==> src/rtl/reset_seq_pkg.sv <==
// Shared types and helpers for the reset sequencer.
package reset_seq_pkg;

    typedef enum logic [1:0] {HOLD, WAIT_LOCK, RELEASE, RUN} reset_seq_state_t;

    // Counter width large enough to hold the largest of the three counts.
    function automatic int cnt_width(int a, int b, int c);
        int m;
        m = a;
        if (b > m) m = b;
        if (c > m) m = c;
        return $clog2(m + 1);
    endfunction

endpackage

==> src/rtl/reset_seq_timer.sv <==
// Clear/enable up-counter with compare-equal pulse and optional saturation.
module reset_seq_timer #(
    parameter int W        = 8,
    parameter bit SATURATE = 1'b1
) (
    input  logic         clk_i,
    input  logic         clr_i,
    input  logic         en_i,
    input  logic [W-1:0] cmp_i,
    output logic         hit_o
);

    logic [W-1:0] count_q;

    always_ff @(posedge clk_i) begin
        if (clr_i) begin
            count_q <= '0;
        end else if (en_i && !(SATURATE && (count_q == '1))) begin
            count_q <= count_q + 1'b1;
        end
    end

    assign hit_o = (count_q == cmp_i);

endmodule

==> src/rtl/reset_sequencer.sv <==
// Staged domain-reset release gated by a lock qualifier.
// Optional lock-timeout error flag: define RESET_SEQ_LOCK_TIMEOUT_EN.
//
// state     | meaning
// HOLD      | all resets asserted, minimum hold period running
// WAIT_LOCK | hold done, waiting for lock_i
// RELEASE   | releasing rst_o bits one per STAGE_DELAY cycles
// RUN       | all resets released, watching for lock loss
module reset_sequencer
    import reset_seq_pkg::*;
#(
    parameter int NUM_OUTS     = 4,
    parameter int HOLD_CYCLES  = 16,
    parameter int STAGE_DELAY  = 8,
    parameter int LOCK_TIMEOUT = 1024
) (
    input  logic                              clk_i,
    input  logic                              rst_i,
    input  logic                              lock_i,
    output logic [NUM_OUTS-1:0]               rst_o,
    output logic [$clog2(NUM_OUTS+1)-1:0]     stage_o,
    output logic                              ready_o,
    output logic                              err_o
);

    localparam int CW = cnt_width(HOLD_CYCLES, STAGE_DELAY, LOCK_TIMEOUT);
    localparam int SW = $clog2(NUM_OUTS + 1);

    if (NUM_OUTS < 1) begin : g_bad_num_outs
        $fatal(1, "reset_sequencer: NUM_OUTS must be >= 1");
    end
    if (HOLD_CYCLES < 1) begin : g_bad_hold
        $fatal(1, "reset_sequencer: HOLD_CYCLES must be >= 1");
    end
    if (STAGE_DELAY < 1) begin : g_bad_stage
        $fatal(1, "reset_sequencer: STAGE_DELAY must be >= 1");
    end
    if (LOCK_TIMEOUT < 1) begin : g_bad_timeout
        $fatal(1, "reset_sequencer: LOCK_TIMEOUT must be >= 1");
    end

    reset_seq_state_t    state_q;
    logic                cnt_clr;
    logic                cnt_en;
    logic [CW-1:0]       cnt_cmp;
    logic                cnt_hit;
    logic [NUM_OUTS-1:0] stage_bit;

    // One counter serves all phases; the compare value follows the state.
    always_comb begin
        cnt_clr = 1'b0;
        cnt_en  = 1'b0;
        cnt_cmp = CW'(STAGE_DELAY - 1);
        if (rst_i) begin
            cnt_clr = 1'b1;
        end else begin
            case (state_q)
                HOLD: begin
                    cnt_cmp = CW'(HOLD_CYCLES - 1);
                    cnt_clr = cnt_hit;
                    cnt_en  = !cnt_hit;
                end
                WAIT_LOCK: begin
                    cnt_cmp = CW'(LOCK_TIMEOUT - 1);
                    cnt_clr = lock_i;
                    cnt_en  = !lock_i;
                end
                RELEASE: begin
                    cnt_clr = !lock_i || cnt_hit;
                    cnt_en  = !cnt_clr;
                end
                RUN: begin
                    cnt_clr = !lock_i;
                end
                default: cnt_clr = 1'b1;
            endcase
        end
    end

    reset_seq_timer #(
        .W        (CW),
        .SATURATE (1'b1)
    ) u_timer (
        .clk_i (clk_i),
        .clr_i (cnt_clr),
        .en_i  (cnt_en),
        .cmp_i (cnt_cmp),
        .hit_o (cnt_hit)
    );

    assign stage_bit = NUM_OUTS'(1) << stage_o;

    always_ff @(posedge clk_i) begin
        if (rst_i) begin
            state_q <= HOLD;
            rst_o   <= '1;
            stage_o <= '0;
            ready_o <= 1'b0;
        end else begin
            case (state_q)
                HOLD: begin
                    if (cnt_hit) state_q <= WAIT_LOCK;
                end
                WAIT_LOCK: begin
                    if (lock_i) state_q <= RELEASE;
                end
                RELEASE: begin
                    // Lock loss wins over a release due on the same edge.
                    if (!lock_i) begin
                        state_q <= HOLD;
                        rst_o   <= '1;
                        stage_o <= '0;
                        ready_o <= 1'b0;
                    end else if (cnt_hit) begin
                        rst_o   <= rst_o & ~stage_bit;
                        stage_o <= stage_o + 1'b1;
                        if (stage_o == SW'(NUM_OUTS - 1)) begin
                            ready_o <= 1'b1;
                            state_q <= RUN;
                        end
                    end
                end
                RUN: begin
                    if (!lock_i) begin
                        state_q <= HOLD;
                        rst_o   <= '1;
                        stage_o <= '0;
                        ready_o <= 1'b0;
                    end
                end
                default: begin
                    state_q <= HOLD;
                    rst_o   <= '1;
                    stage_o <= '0;
                    ready_o <= 1'b0;
                end
            endcase
        end
    end

`ifdef RESET_SEQ_LOCK_TIMEOUT_EN
    logic err_q;

    // Sticky: only rst_i clears it.
    always_ff @(posedge clk_i) begin
        if (rst_i) begin
            err_q <= 1'b0;
        end else if (state_q == WAIT_LOCK && !lock_i && cnt_hit) begin
            err_q <= 1'b1;
        end
    end

    assign err_o = err_q;
`else
    assign err_o = 1'b0;
`endif

endmodule

==> config.mk <==
export PLATFORM = sky130hd
export DESIGN_NAME = reset_sequencer
export DESIGN_NICKNAME = d
export VERILOG_FILES = /design/src/rtl/reset_seq_pkg.sv /design/src/rtl/reset_seq_timer.sv /design/src/rtl/reset_sequencer.sv
export SDC_FILE = /design/constraint.sdc
export NUM_CORES = 1
export LEC_CHECK = 0
export CORE_ASPECT_RATIO = 1.4
export CORE_MARGIN = 2
export CORE_UTILIZATION = 60
export DETAILED_ROUTE_END_ITERATION = 12
export PLACE_DENSITY = 0.92
export SYNTH_ARGS = -nofsm -noshare
export SYNTH_HDL_FRONTEND = slang
export SYNTH_HIERARCHICAL = 1
export SYNTH_SLANG_ARGS = --single-unit
==> constraint.sdc <==
create_clock -name clk_i -period 6 [get_ports clk_i]
set_input_delay 1.5 -clock clk_i [delete_from_list [all_inputs] [get_ports clk_i]]
set_output_delay 1.5 -clock clk_i [all_outputs]
set_load 0.02 [all_outputs]
* Word level (Yosys, flattened, before mapping)
Index checks and enable logic that the tools add are counted.
Widths: inputs -> output; s select.
** Word-level totals
- Flip-flop bits (word level) :: 21
- Latch bits :: 0
- Memory bits (writable) :: 0
- ROM bits :: 0
- Input port bits :: 3
- Output and inout bits :: 9
- Memories kept :: 0
** Operators by class
- $add $sub $neg :: 2
- Multipliers :: 0
- Div/mod/pow operators :: 0
- Magnitude comparators :: 0
- Equality and inequality tests :: 11
- Shifts and indexed selects :: 1
- Multiplexer cells :: 26
- Bitwise gates (word level) :: 2
- Reduce and logical (&&, ||, !) cells :: 11
** Operators with widths (number)
- $pmux 10 s2 :: 1
- $mux 2 :: 6
- $mux 4 :: 3
- $add 11x1->11 const B :: 1
- $eq 11x10->1 :: 1
- $eq 11x11->1 const B :: 1
- $mux 10 :: 1
- $mux 3 :: 3
- $pmux 2 s4 :: 1
- $pmux 4 s2 :: 1
- $mux 1 :: 6
- $ne 2x2->1 const B :: 3
- $ne 3x3->1 const B :: 2
- $pmux 3 s2 :: 1
- $reduce_and 5->1 :: 1
- $and 4x4->4 :: 1
- $eq 2x2->1 const B :: 2
- $logic_not 1->1 :: 4
- $not 4->4 :: 1
- $pmux 1 s4 :: 1
- $reduce_and 4->1 :: 1
- $shl 1x3->4 const A :: 1
- $add 3x1->3 const B :: 1
- $eq 3x2->1 const B :: 1
- 8 further kinds :: 8

* Longest topological paths before layout
- Depth after elaboration :: 9
- Mapped depth :: 12
- Mapped depth without buffers :: 10

* By module
The synthesis kept the hierarchy.
** Modules (own cells, without submodules)
- reset_seq_timer :: times used 1, cells each 97, area each 800.8 um^2, sequential area each 220.2 um^2
- reset_sequencer :: times used 1, cells each 58, area each 510.5 um^2, sequential area each 200.2 um^2

* Worst setup path before layout
No wires, ideal clock.
- Kind :: input to register
- Start :: input port rst_i
- End :: register u_timer.count_q[3]
- Arrival time :: 3.744 ns
- Data required time :: 5.880 ns
- Slack :: 2.137 ns
- Cell stages on the path :: 11
- Buffers on the path :: 2
- Cell sequence :: clkbuf_1 > nor2_1 > and2_1 > xnor2_1 > nand4_1 > nor3_1 > nor2b_1 > or3_1 > clkbuf_1 > nor2_1 > a211o_1
** Between the ends
- Elaborated cells between the ends (all ways) :: 10
** RTL lines
- start, declared :: RTL line reset_sequencer.sv:18 : input logic rst_i,
- $mux 10 * :: RTL line reset_sequencer.sv:54 : if (rst_i) begin
- net cnt_cmp[3] :: RTL line reset_sequencer.sv:45 : logic [CW-1:0] cnt_cmp;
- $eq 11x10->1 * :: RTL line reset_seq_timer.sv:23 : assign hit_o = (count_q == cmp_i);
- net cnt_hit :: RTL line reset_sequencer.sv:46 : logic cnt_hit;
- $logic_or 1x1->1 :: RTL line reset_sequencer.sv:69 : cnt_clr = !lock_i || cnt_hit;
- $pmux 1 s4 * :: RTL line reset_sequencer.sv:57 : case (state_q)
- $mux 1 * :: RTL line reset_sequencer.sv:54
- net cnt_clr :: RTL line reset_sequencer.sv:43 : logic cnt_clr;
- end signal, assigned :: RTL line reset_seq_timer.sv:19 : count_q <= count_q + 1'b1;
- end, declared :: RTL line reset_seq_timer.sv:13 : logic [W-1:0] count_q;
Mark *: on every way through the listed nets, which the timed path passes. The rest lies on a longest branch.
A chain may end at the register's enable or synchronous reset.

* Worst setup path after layout
Ends and elaborated chain as after synthesis.

==> metrics.yaml <==
layout:
  syn_to_final_growth_pct: 8.87
  multiInputGateArea_um2: 835
  final_common_cell: "dfxtp_1"
  diodes: 0
  register_area_um2: 420
  layout-drive-gt1-share_pct: 8.02
  layout_common_cells: "dfxtp_1, xnor2_1, nand2_1, clkdlybuf4s50_1, nand4_1"
  fin_nets: 172
  fin_util_pct: 67.1
  fill_cells: 173
setup_path:
  crit_type: "in -> reg"
  cp-start-kind: "primary input"
  crit_arrival_ns: 4.61
  critical_path_peak_fanout: 18
  crit_path_cell_trace: "clkdlybuf4s50_1 > nor2_1 > and2_1 > xnor2_1 > nand4_1 > nor3_1 > nor2b_1 > or3_1 > nand2b_1 > nor4_1 > a211o_1"
  critPathMaxStageDelay_ns: 0.58
  critical_path.slowest_cell: "clkdlybuf4s50_1"
  path_buf_inv: 1
  cp-end-kind: "register"
  worstPathRequired_ns: 6.22
  crit_family: "simple AND/OR/NAND/NOR gates"
timing:
  tns_ns: 0
  fmax_mhz: 228
  period_share_pct: 73.1
  final-setup-viol-count: 0
  rsz0062_at_grt: "no"
  slew_violations: 0
  final-hold-violation-count: 0
  final.setup_skew_ns: 0.00608
  slew_headroom_pct: 62.5
  tightest_slew_ns: 0.562
  period_minus_slack_ns: 4.39
power:
  ir_worst_vdd_mv: 0.160
  clockPowerShare_pct: 25.2
  p_sw_share_pct: 29.9
  sequentialPowerShare_pct: 56.3
  power_leakage_nw: 0.515
  p_total_mw: 0.280
  p_sw_mw: 0.0838
  comb_power_share_pct: 18.4
  p_per_area_nw_per_um2: 196
  p_int_mw: 0.197
global_routing:
  grt_usage_pct: 24.7
  gr-usage-met3_pct: 1.83
  grt_pass1_wl_um: 4820
  grt-ovfl-total: 0
  grt_busiest_layer: "met2"
  grt_use_met1_pct: 27.9
  use_met2_pct: 44.8
  antenna_found_initial: 0
  grt_pass1_vias: 1145
  grt_max_degree: 19
synthesis:
  synth_top_area_share_pct: 32.1
  synth_seq_area_share_pct: 32.1
  syn-cell-area_um2: 1310
  synth_seq_cells: 21
  synth.avg_cell_area_um2: 8.46
  synth_xor_area_share_pct: 7.35
  synthTopCellsByArea: "dfxtp_1, xnor2_1, ha_1"
  synth-compound-area-share_pct: 15.8
  synthMuxAreaShare_pct: 0.859
  synthSimpleGateAreaFrac_pct: 32.4
  synth_top_area_cell: "dfxtp_1"
  synth_top_family_by_area: "simple AND/OR/NAND/NOR gates"
  synthCells: 155
  synth_fa_ha_area_share_pct: 5.73
  ys_types: 45
  ys.warnings.count: 6
clock_tree:
  htreeDepth: 1
  clkTransAtPathRegs_ns: 0.12
  cts_buffers: 3
  cts_resized: 0
  clock_sinks: 21
  cts_max_path_buffers: 2
  postCtsSetupRepairBufs: 0
  insertion_delay_ns: 0.31
  root_buffer: "clkbuf_4"
  cts_hold_buf: 0
  cts_tree: "done"
detailed_routing:
  viasPerCell: 6.51
  drc: 0
  wire_per_inst_um: 15.8
  dr_total_vias: 1198
  drt-total-wl_um: 2910
  ant_nets: 0
  first_pass_iters: 4
  drt_iter0_drc: 40
floorplanning:
  pin_count: 12
  die_h_um: 59.3
  dieArea_um2: 2580
  initial_core_util_pct: 61.6
  rows: 20
  dieWidth_um: 43.5
  core_um2: 2130
hold_path:
  hold_path_class: "reg -> reg"
placement:
  place_congestion: 0.912
  dp.final_hpwl_um: 2130
  port_buffers: 10
status:
  status: "finished clean"
job:
  drv_cap: 0
## cells by family after synthesis
family | count (synthesis)
simple gates | 70
compound gates | 29
flops | 21
buf+inv | 15
xor+xnor | 11
fa+ha+maj | 6
other cells | 2
mux | 1
## flip-flops by register name (all words and copies together), names as in the netlist
name,count
u_timer/count_q,11
rst_o,4
stage_o,3
state_q,2
ready_o,1
## final cells by class
type                       instances  share of cell area [%]
multi-input combinational        122                    58.5
sequential                        21                    29.4
timing repair buffer              10                    7.01
tap                               22                    1.93
clock buffer                       4                    1.84
inverter                           5                    1.31
## per-layer routing
layer	vias to the layer above	wire length, um
met5	-	0
met4	0	55
met3	6	136
met2	48	1540
met1	569	1180
li1	575	-
## stage by stage
| step | cells | cell area [um2] | hold WS [ns] | worst slack [ns] |
|---|---|---|---|---|
| global placement | 180 | 1400 | 0.449 | 1.55 |
| global route | 184 | 1430 | 0.524 | 1.32 |
| detailed placement | 180 | 1400 | 0.466 | 1.30 |
| CTS | 184 | 1430 | 0.480 | 1.64 |
| floorplan | 158 | 1320 | 0.508 | 2.14 |
| finish | 184 | 1430 | 0.480 | 1.61 |
## Yosys cell counts (all sizes together)
library cell	count
o22ai	1
o32ai	2
or3	3
nand2	10
mux2	1
nor4	3
and4	3
xnor2	11
nor3	3
and3	2
and3b	1
inv	5
a21o	1
nor3b	3
nand3	7
a211o	1
dfxtp	21
clkbuf	3
a41oi	1
conb	2
o211a	1
nor2	8
buf	7
a31o	1
a31oi	1
a21boi	1
a211oi	3
or4	1
nand2b	5
or2	2
a21oi	6
nand4	11
o21bai	1
a2bb2oi	3
o21ai	5
nor2b	6
and2	2
ha	6
o311a	1
## power groups by stage
stage / logic (mW) / registers, mW / clock network [mW]
4_1_cts: 0.0510 / 0.157 / 0.0706
3_5_place_dp: 0.0500 / 0.161 / 0
5_1_grt: 0.0576 / 0.160 / 0.0757
3_3_place_gp: 0.0477 / 0.161 / 0
6_report: 0.0517 / 0.158 / 0.0707
2_1_floorplan: 0.0445 / 0.156 / 0
## final timing paths
path / slack (ns) / to / cells after the start / start
setup / recovery: 1.61 / u_timer/count_q[3] / 11 / rst_i
hold / removal: 0.48 / rst_o[3] / 2 / rst_o[3]
setup reg to reg: 2.98 / u_timer/count_q[3] / 10 / state_q[1]
hold reg to reg: 0.48 / rst_o[3] / 2 / rst_o[3]
## worst register-to-register path, cell delays in order, from the launching register on
cell and delay (ns):
dfxtp_1 0.54, nor2_1 0.12, and2_1 0.28, xnor2_1 0.20, nand4_1 0.10, nor3_1 0.36, nor2b_1 0.30, or3_1 0.52
nand2b_1 0.21, nor4_1 0.05, a211o_1 0.26
Note: power is estimated with default switching activity, not from simulation.
